**src/rtl/fetch_unit_if.sv**
```systemverilog
`default_nettype none
// ============================================================================
// Module   : fetch_unit_if
// Brief    : Instruction-memory, redirect and decode-side signals of fetch_unit.
// Revision : 1.0 - initial release
// ============================================================================
interface fetch_unit_if;
  logic        imem_req;
  logic [31:0] imem_addr;
  logic        imem_gnt;
  logic        imem_rvalid;
  logic [31:0] imem_rdata;
  logic        redirect;
  logic [31:0] redirect_pc;
  logic        inst_valid;
  logic        inst_ready;
  logic [31:0] inst;
  logic [31:0] inst_pc;
  logic        fetch_err;

  modport master (
    output imem_req, imem_addr, inst_valid, inst, inst_pc, fetch_err,
    input  imem_gnt, imem_rvalid, imem_rdata, redirect, redirect_pc, inst_ready
  );

  modport slave (
    input  imem_req, imem_addr, inst_valid, inst, inst_pc, fetch_err,
    output imem_gnt, imem_rvalid, imem_rdata, redirect, redirect_pc, inst_ready
  );
endinterface
`default_nettype wire

```
**src/rtl/fetch_unit.sv**
```systemverilog
`default_nettype none
// ============================================================================
// Module   : fetch_unit
// Brief    : RV32I fetch stage: PC, credit-limited imem requests, instruction
//            FIFO, redirect flush. Optional macro FETCH_MISALIGN_CHECK_EN.
// Revision : 1.0 - initial release
// ============================================================================
module fetch_unit #(
  parameter logic [31:0] RESET_PC        = 32'h0000_0000,
  parameter int          FIFO_DEPTH      = 4,
  parameter int          MAX_OUTSTANDING = 2
) (
  input  logic         clk,
  input  logic         rst_n,
  fetch_unit_if.master bus
);
  localparam int c_pw = (FIFO_DEPTH > 1) ? $clog2(FIFO_DEPTH) : 1;
  localparam int c_cw = $clog2(FIFO_DEPTH + 1);
  localparam int c_ow = $clog2(MAX_OUTSTANDING + 1);
  localparam int c_tw = (MAX_OUTSTANDING > 1) ? $clog2(MAX_OUTSTANDING) : 1;
  localparam logic [c_cw-1:0] c_cnt_one  = 1;
  localparam logic [c_cw-1:0] c_cnt_full = c_cw'(FIFO_DEPTH);
  localparam logic [c_pw-1:0] c_ptr_one  = 1;
  localparam logic [c_ow-1:0] c_os_one   = 1;
  localparam logic [c_tw-1:0] c_tag_one  = 1;
  localparam logic [c_tw-1:0] c_tag_last = c_tw'(MAX_OUTSTANDING - 1);

  typedef enum logic [0:0] {
    IDLE  = 1'b0,
    FETCH = 1'b1
  } state_t;

  state_t          r_state, w_state_next;
  logic [31:0]     r_pc;
  logic [c_ow-1:0] r_outstanding, r_discard, w_os_next;
  logic [c_cw-1:0] r_count, w_count_next;
  logic [c_pw-1:0] r_wptr, r_rptr;
  logic [31:0]     r_fifo_inst [FIFO_DEPTH];
  logic [31:0]     r_fifo_pc   [FIFO_DEPTH];
  logic [31:0]     r_tag       [MAX_OUTSTANDING];
  logic [c_tw-1:0] r_tag_wptr, r_tag_rptr, w_tag_wptr_inc, w_tag_rptr_inc;
  logic            w_req, w_grant, w_rsp, w_push, w_pop, w_valid, w_err_block;
  logic [31:0]     w_credit;
  logic [31:0]     w_redirect_pc;

  assign w_valid       = (r_count != '0);
  assign w_pop         = w_valid && bus.inst_ready;
  assign w_grant       = w_req && bus.imem_gnt;
  // Stray responses with nothing outstanding (e.g. after a reset) are ignored.
  assign w_rsp         = bus.imem_rvalid && (r_outstanding != '0);
  assign w_push        = w_rsp && (r_discard == '0) && !bus.redirect;
  assign w_redirect_pc = {bus.redirect_pc[31:2], 2'b00};

  assign w_tag_wptr_inc = (r_tag_wptr == c_tag_last) ? '0 : r_tag_wptr + c_tag_one;
  assign w_tag_rptr_inc = (r_tag_rptr == c_tag_last) ? '0 : r_tag_rptr + c_tag_one;

`ifdef FETCH_MISALIGN_CHECK_EN
  logic r_fetch_err;
  always_ff @(posedge clk or negedge rst_n) begin
    if (!rst_n) begin
      r_fetch_err <= 1'b0;
    end else if ((r_state == FETCH) && bus.redirect) begin
      r_fetch_err <= |bus.redirect_pc[1:0];
    end
  end
  assign w_err_block = r_fetch_err;
`else
  assign w_err_block = 1'b0;
`endif

  always_ff @(posedge clk or negedge rst_n) begin
    if (!rst_n) begin
      r_state <= IDLE;
    end else begin
      r_state <= w_state_next;
    end
  end

  always_comb begin
    w_state_next = r_state;
    w_req        = 1'b0;
    // Credits cover both words already buffered and words still in flight.
    w_credit     = 32'(r_outstanding) + 32'(r_count) - 32'(w_pop);
    case (r_state)
      IDLE:    w_state_next = FETCH;
      FETCH:   w_req = !w_err_block
                       && (32'(r_outstanding) < 32'(MAX_OUTSTANDING))
                       && (w_credit < 32'(FIFO_DEPTH));
      default: w_state_next = IDLE;
    endcase
  end

  always_comb begin
    w_os_next    = r_outstanding;
    w_count_next = r_count;
    if (w_grant && !w_rsp) begin
      w_os_next = r_outstanding + c_os_one;
    end else if (!w_grant && w_rsp) begin
      w_os_next = r_outstanding - c_os_one;
    end
    if (w_push && !w_pop) begin
      w_count_next = r_count + c_cnt_one;
    end else if (!w_push && w_pop) begin
      w_count_next = r_count - c_cnt_one;
    end
  end

  always_ff @(posedge clk or negedge rst_n) begin
    if (!rst_n) begin
      r_pc          <= RESET_PC;
      r_outstanding <= '0;
      r_discard     <= '0;
      r_count       <= '0;
      r_wptr        <= '0;
      r_rptr        <= '0;
      r_tag_wptr    <= '0;
      r_tag_rptr    <= '0;
      for (int i = 0; i < FIFO_DEPTH; i++) begin
        r_fifo_inst[i] <= '0;
        r_fifo_pc[i]   <= '0;
      end
      for (int i = 0; i < MAX_OUTSTANDING; i++) begin
        r_tag[i] <= '0;
      end
    end else if (r_state == IDLE) begin
      if (bus.redirect) begin
        r_pc <= w_redirect_pc;
      end
    end else begin
      r_outstanding <= w_os_next;
      if (w_grant) begin
        r_tag[r_tag_wptr] <= r_pc;
        r_tag_wptr        <= w_tag_wptr_inc;
      end
      if (w_rsp) begin
        r_tag_rptr <= w_tag_rptr_inc;
      end
      if (bus.redirect) begin
        // Everything still in flight after this edge belongs to the old path.
        r_pc      <= w_redirect_pc;
        r_discard <= w_os_next;
        r_count   <= '0;
        r_wptr    <= '0;
        r_rptr    <= '0;
      end else begin
        if (w_grant) begin
          r_pc <= r_pc + 32'd4;
        end
        if (w_rsp && (r_discard != '0)) begin
          r_discard <= r_discard - c_os_one;
        end
        if (w_push) begin
          r_fifo_inst[r_wptr] <= bus.imem_rdata;
          r_fifo_pc[r_wptr]   <= r_tag[r_tag_rptr];
          r_wptr              <= r_wptr + c_ptr_one;
        end
        if (w_pop) begin
          r_rptr <= r_rptr + c_ptr_one;
        end
        r_count <= w_count_next;
      end
    end
  end

  a_no_overflow: assert property (@(posedge clk) disable iff (!rst_n)
    !(w_rsp && (r_discard == '0) && (r_count == c_cnt_full)));

  assign bus.imem_req   = w_req;
  assign bus.imem_addr  = r_pc;
  assign bus.inst_valid = w_valid;
  assign bus.inst       = r_fifo_inst[r_rptr];
  assign bus.inst_pc    = r_fifo_pc[r_rptr];
  assign bus.fetch_err  = w_err_block;
endmodule
`default_nettype wire
```
**src/flat_wrapper.sv**
```systemverilog
// flat-port wrapper written by rule: the top's interface ports become plain ports
module fetch_unit_flat 
#(
  parameter logic [31:0] RESET_PC        = 32'h0000_0000,
  parameter int          FIFO_DEPTH      = 4,
  parameter int          MAX_OUTSTANDING = 2
)
  (clk, rst_n, bus_imem_req, bus_imem_addr, bus_inst_valid, bus_inst, bus_inst_pc, bus_fetch_err, bus_imem_gnt, bus_imem_rvalid, bus_imem_rdata, bus_redirect, bus_redirect_pc, bus_inst_ready);
  fetch_unit_if bus_i ();
  input  logic clk;
  input  logic rst_n;
  output wire logic [$bits(bus_i.imem_req)-1:0] bus_imem_req;
  output wire logic [$bits(bus_i.imem_addr)-1:0] bus_imem_addr;
  output wire logic [$bits(bus_i.inst_valid)-1:0] bus_inst_valid;
  output wire logic [$bits(bus_i.inst)-1:0] bus_inst;
  output wire logic [$bits(bus_i.inst_pc)-1:0] bus_inst_pc;
  output wire logic [$bits(bus_i.fetch_err)-1:0] bus_fetch_err;
  input wire logic [$bits(bus_i.imem_gnt)-1:0] bus_imem_gnt;
  input wire logic [$bits(bus_i.imem_rvalid)-1:0] bus_imem_rvalid;
  input wire logic [$bits(bus_i.imem_rdata)-1:0] bus_imem_rdata;
  input wire logic [$bits(bus_i.redirect)-1:0] bus_redirect;
  input wire logic [$bits(bus_i.redirect_pc)-1:0] bus_redirect_pc;
  input wire logic [$bits(bus_i.inst_ready)-1:0] bus_inst_ready;
  assign bus_imem_req = bus_i.imem_req;
  assign bus_imem_addr = bus_i.imem_addr;
  assign bus_inst_valid = bus_i.inst_valid;
  assign bus_inst = bus_i.inst;
  assign bus_inst_pc = bus_i.inst_pc;
  assign bus_fetch_err = bus_i.fetch_err;
  assign bus_i.imem_gnt = bus_imem_gnt;
  assign bus_i.imem_rvalid = bus_imem_rvalid;
  assign bus_i.imem_rdata = bus_imem_rdata;
  assign bus_i.redirect = bus_redirect;
  assign bus_i.redirect_pc = bus_redirect_pc;
  assign bus_i.inst_ready = bus_inst_ready;
  fetch_unit #(.RESET_PC(RESET_PC), .FIFO_DEPTH(FIFO_DEPTH), .MAX_OUTSTANDING(MAX_OUTSTANDING)) u_core (.clk(clk), .rst_n(rst_n), .bus(bus_i));
endmodule
```
**config.mk**
```make
export PLATFORM = sky130hd
export DESIGN_NAME = fetch_unit_flat
export DESIGN_NICKNAME = d
export VERILOG_FILES = /design/src/rtl/fetch_unit_if.sv /design/src/rtl/fetch_unit.sv /design/src/flat_wrapper.sv
export SDC_FILE = /design/constraint.sdc
export NUM_CORES = 1
export LEC_CHECK = 0
export ABC_AREA = 1
export BUFFER_PORTS_ARGS = -buffer_cell sky130_fd_sc_hd__clkbuf_2
export CAP_MARGIN = 20
export CORE_MARGIN = 8
export CORE_UTILIZATION = 55
export CTS_CLUSTER_DIAMETER = 50
export CTS_CLUSTER_SIZE = 12
export DETAILED_ROUTE_END_ITERATION = 7
export GPL_TIMING_DRIVEN = 1
export PLACE_DENSITY = 0.75
export SETUP_SLACK_MARGIN = 0.15
export SLEW_MARGIN = 40
export SYNTH_ARGS = -nofsm -noshare
export SYNTH_HDL_FRONTEND = slang
export SYNTH_SLANG_ARGS = --single-unit
```
**constraint.sdc**
```tcl
create_clock -name clk -period 3.5 [get_ports clk]
set_input_delay 0.525 -clock clk [delete_from_list [all_inputs] [get_ports clk]]
set_output_delay 0.525 -clock clk [all_outputs]
set_load 0.005 [all_outputs]
```
==> flow_summary_export.csv <==
group,metric,value,unit
timing,skew,21.3,ps
drt,wl,42600,um
synth,synth_warnings,0,
synth,postSynthCellCount,1918,
power_and_ir_drop,p_seq_share,40.1,%
setup_path,ff2ff_path_depth,13,
timing,rsz0062_at_grt,"no",
drt,antenna_left,0,
floorplan,die-area,35400,um^2
floorplan,rows,63,
global_routing,grtUsageMet2,38.9,%
drt,drt_pre_antenna_iters,7,
placement,routabilityCongestion,0.942,
power_and_ir_drop,p_leak,0.00886,uW
global_routing,grt_pass1_wl,70500,um
drt,drc_errors,0,
placement,postPlaceCellArea,17300,um^2
placement,dp_hpwl,27200,um
synth,synth.distinct_cells,40,
layout,fin_area,18600,um^2
setup_path,rr_startpoint,"u_core.r_count[0]",
floorplan,initial_core_util,55.5,%
global_routing,grt_max_degree,85,
synth,synth_edf_count,0,
cts,clk_pin_slew,60,ps
layout,final_layout_size_suffix_gt1_share,16.0,%
timing,fmax,315,MHz
global_routing,top_usage_layer,"met2",
timing,tns,0,ps
power_and_ir_drop,vdd_drop_max,0.399,mV
setup_path,worst_setup_path_start_kind,"flip-flop",
power_and_ir_drop,clkPwrFrac,26.3,%
power_and_ir_drop,power_density,827,nW/um^2
cts,post_cts_buffers,0,
synth,async_reset_ff_share,100,%
cts,cts-root-buf,"clkbuf_16",
setup_path,cp-end-kind,"primary output",
global_routing,use_met3,4.42,%
layout,final_nets,2112,
global_routing,grt_pass1_vias,13670,
cts,numCtsBuffers,41,
timing,max-slew-margin-rel,43.6,%
layout,n_fill_cell,2466,
outcome,outcome,"completed",
floorplan,fp.coreArea,29400,um^2
setup_path,startpoint,"u_core.r_count[0]",
setup_path,required,2970,ps
cts,htreeDepth,2,
synth,syn_area,16300,um^2
layout,final_common_cell,"nand2_1",
drt,avgRoutedWirePerCell,17.4,um
worst_hold_path,min_path_cells,3,
synth,syn_area_per_cell,8.50,um^2
global_routing,grtUsageTotal,23.9,%
cts,cts_sinks,352,
power_and_ir_drop,switching_power,5690,uW
global_routing,antenna_found_initial,0,
timing,period_share,90.6,%
setup_path,crit_fanout,5,
timing,setup_violations,0,
setup_path,crit_arrival,2650,ps
power_and_ir_drop,intPower,9730,uW
power_and_ir_drop,swShare,36.9,%
cts,cts_buffer_depth,3,
synth,ys.flop_type,"dfrtp_1",
drt,vias,14114,
run,drv_cap,0,
global_routing,grt_overflow,0,
drt,drt-initial-drc-count,1243,
floorplan,die_h,188,um
timing,finalHoldViolCount,0,
synth,synth_seq_area_share,54.0,%
timing,tightest_slew,846,ps
layout,final_cell_mix,"360 x nand2_1, 349 x dfrtp_1, 292 x o21ai_0",
cts,cts_tree,"yes",
floorplan,io_pins,169,
cts,clk_latency,530,ps
power_and_ir_drop,combPwrFrac,33.5,%
timing,slew_violations,0,
timing,min_period,3170,ps
synth,ys_seq_elements,352,
power_and_ir_drop,p_total,15400,uW
global_routing,grt_use_met1,32.4,%
layout,syn2layout_area_growth,14.3,%
setup_path,worstSetupPathType,"flip-flop to primary output",
drt,via_per_inst,5.78,
worst_hold_path,holdCritStartpoint,"bus_redirect_pc[8]",
floorplan,dieWidth,188,um
placement,io_buffers,161,
worst_hold_path,hold_path_class,"primary input to flip-flop",
layout,antennaDiodeCount,0,
[Yosys cell counts, types with 19 or more instances]
library cell,n,area share (%)
o21ai_2,30,1.6
o21ai_1,34,1.0
a21oi_1,19,0.58
dfrtp_1,352,54
a31oi_1,128,4.9
o21ai_0,292,9.0
nand3_1,39,1.2
clkbuf_1,49,1.1
nand2_1,364,8.4
buf_2,60,1.8
nor2_1,283,6.5
inv_1,97,2.2
o22ai_1,66,2.5
[worst paths after layout]
kind                                             to  slack [ps]
setup / recovery                       bus_imem_req         330
hold / removal              u_core.bus.imem_addr[8]         240
setup reg to reg           u_core.bus.imem_addr[14]         590
hold reg to reg              u_core.r_fifo_inst[88]         480
max in group asynchronous      u_core.r_fifo_pc[67]        2020
min in group asynchronous    u_core.r_fifo_inst[20]         550
[power by group through the flow]
stage,Combinational [uW],Sequential [uW],Clock (uW)
3_5_place_dp,5150,6220,0
5_1_grt,5840,6350,4290
4_1_cts,5180,6170,4130
3_3_place_gp,4990,6160,0
2_1_floorplan,3370,6010,0
6_report,5170,6190,4060
[registers in the layout, indices dropped and copies added, names as in the netlist]
signal                cells
u_core.r_fifo_inst      128
u_core.r_tag_rptr         1
u_core.r_rptr             2
u_core.r_wptr             2
u_core.r_outstanding      2
u_core.r_tag_wptr         1
u_core.bus.imem_addr     30
u_core.r_count            3
u_core.r_state            1
u_core.r_fifo_pc        120
u_core.r_discard          2
u_core.r_tag             60
[critical path: stages (launching register included)]
cell	delay, ps
dfrtp_2	440
ha_2	210
fa_1	480
nor2_4	160
nand3_4	90
nor2_2	120
ha_1	140
nand3_1	110
nor2_2	140
nand2_1	70
inv_2	70
clkbuf_2	110
[through the flow]
stage                     utilization, %  std cells  hold slack [ps]  worst slack (ps)
after CTS                           63.3       2442              223               177
final                               63.4       2442              242               329
after floorplan                        -       1922              229               816
after global placement              58.9       2376              461               533
after detailed placement            58.9       2376              468               474
after global routing                63.4       2442              249               184
[logic make-up after synthesis]
kind of cell             synth area share (%)
adder cells (fa/ha/maj)                  1.01
flip-flops                               54.0
AND/OR/NAND/NOR                          17.9
buffers and inverters                    6.47
XOR/XNOR                                0.376
AO/OA/AOI/OAI                            20.2
other                                  0.0460
[cell type report]
class | instances | area (um^2) | share of cell area, %
multi-input cells | 1334 | 6480 | 34.8
repair buffers | 194 | 1170 | 6.26
clock inverters | 14 | 128 | 0.685
inverters | 107 | 403 | 2.16
well taps | 390 | 488 | 2.62
flip-flops and latches | 352 | 8810 | 47.3
clock buffers | 51 | 1160 | 6.20
[timing repair]
action / in CTS / in global routing
hold buffers: 1 / 0
endpoints found under the hold margin: 58 / 0
endpoints found under the setup margin: 0 / 2
gates resized for setup: 0 / 5
[per-layer routing]
layer  share of wire, %  wire length [um]
met3                7.5              3200
met4                2.5              1080
met2                 47             20000
met1                 43             18300
met5                  0                 0
No activity file was read; power rests on OpenSTA's default activity.
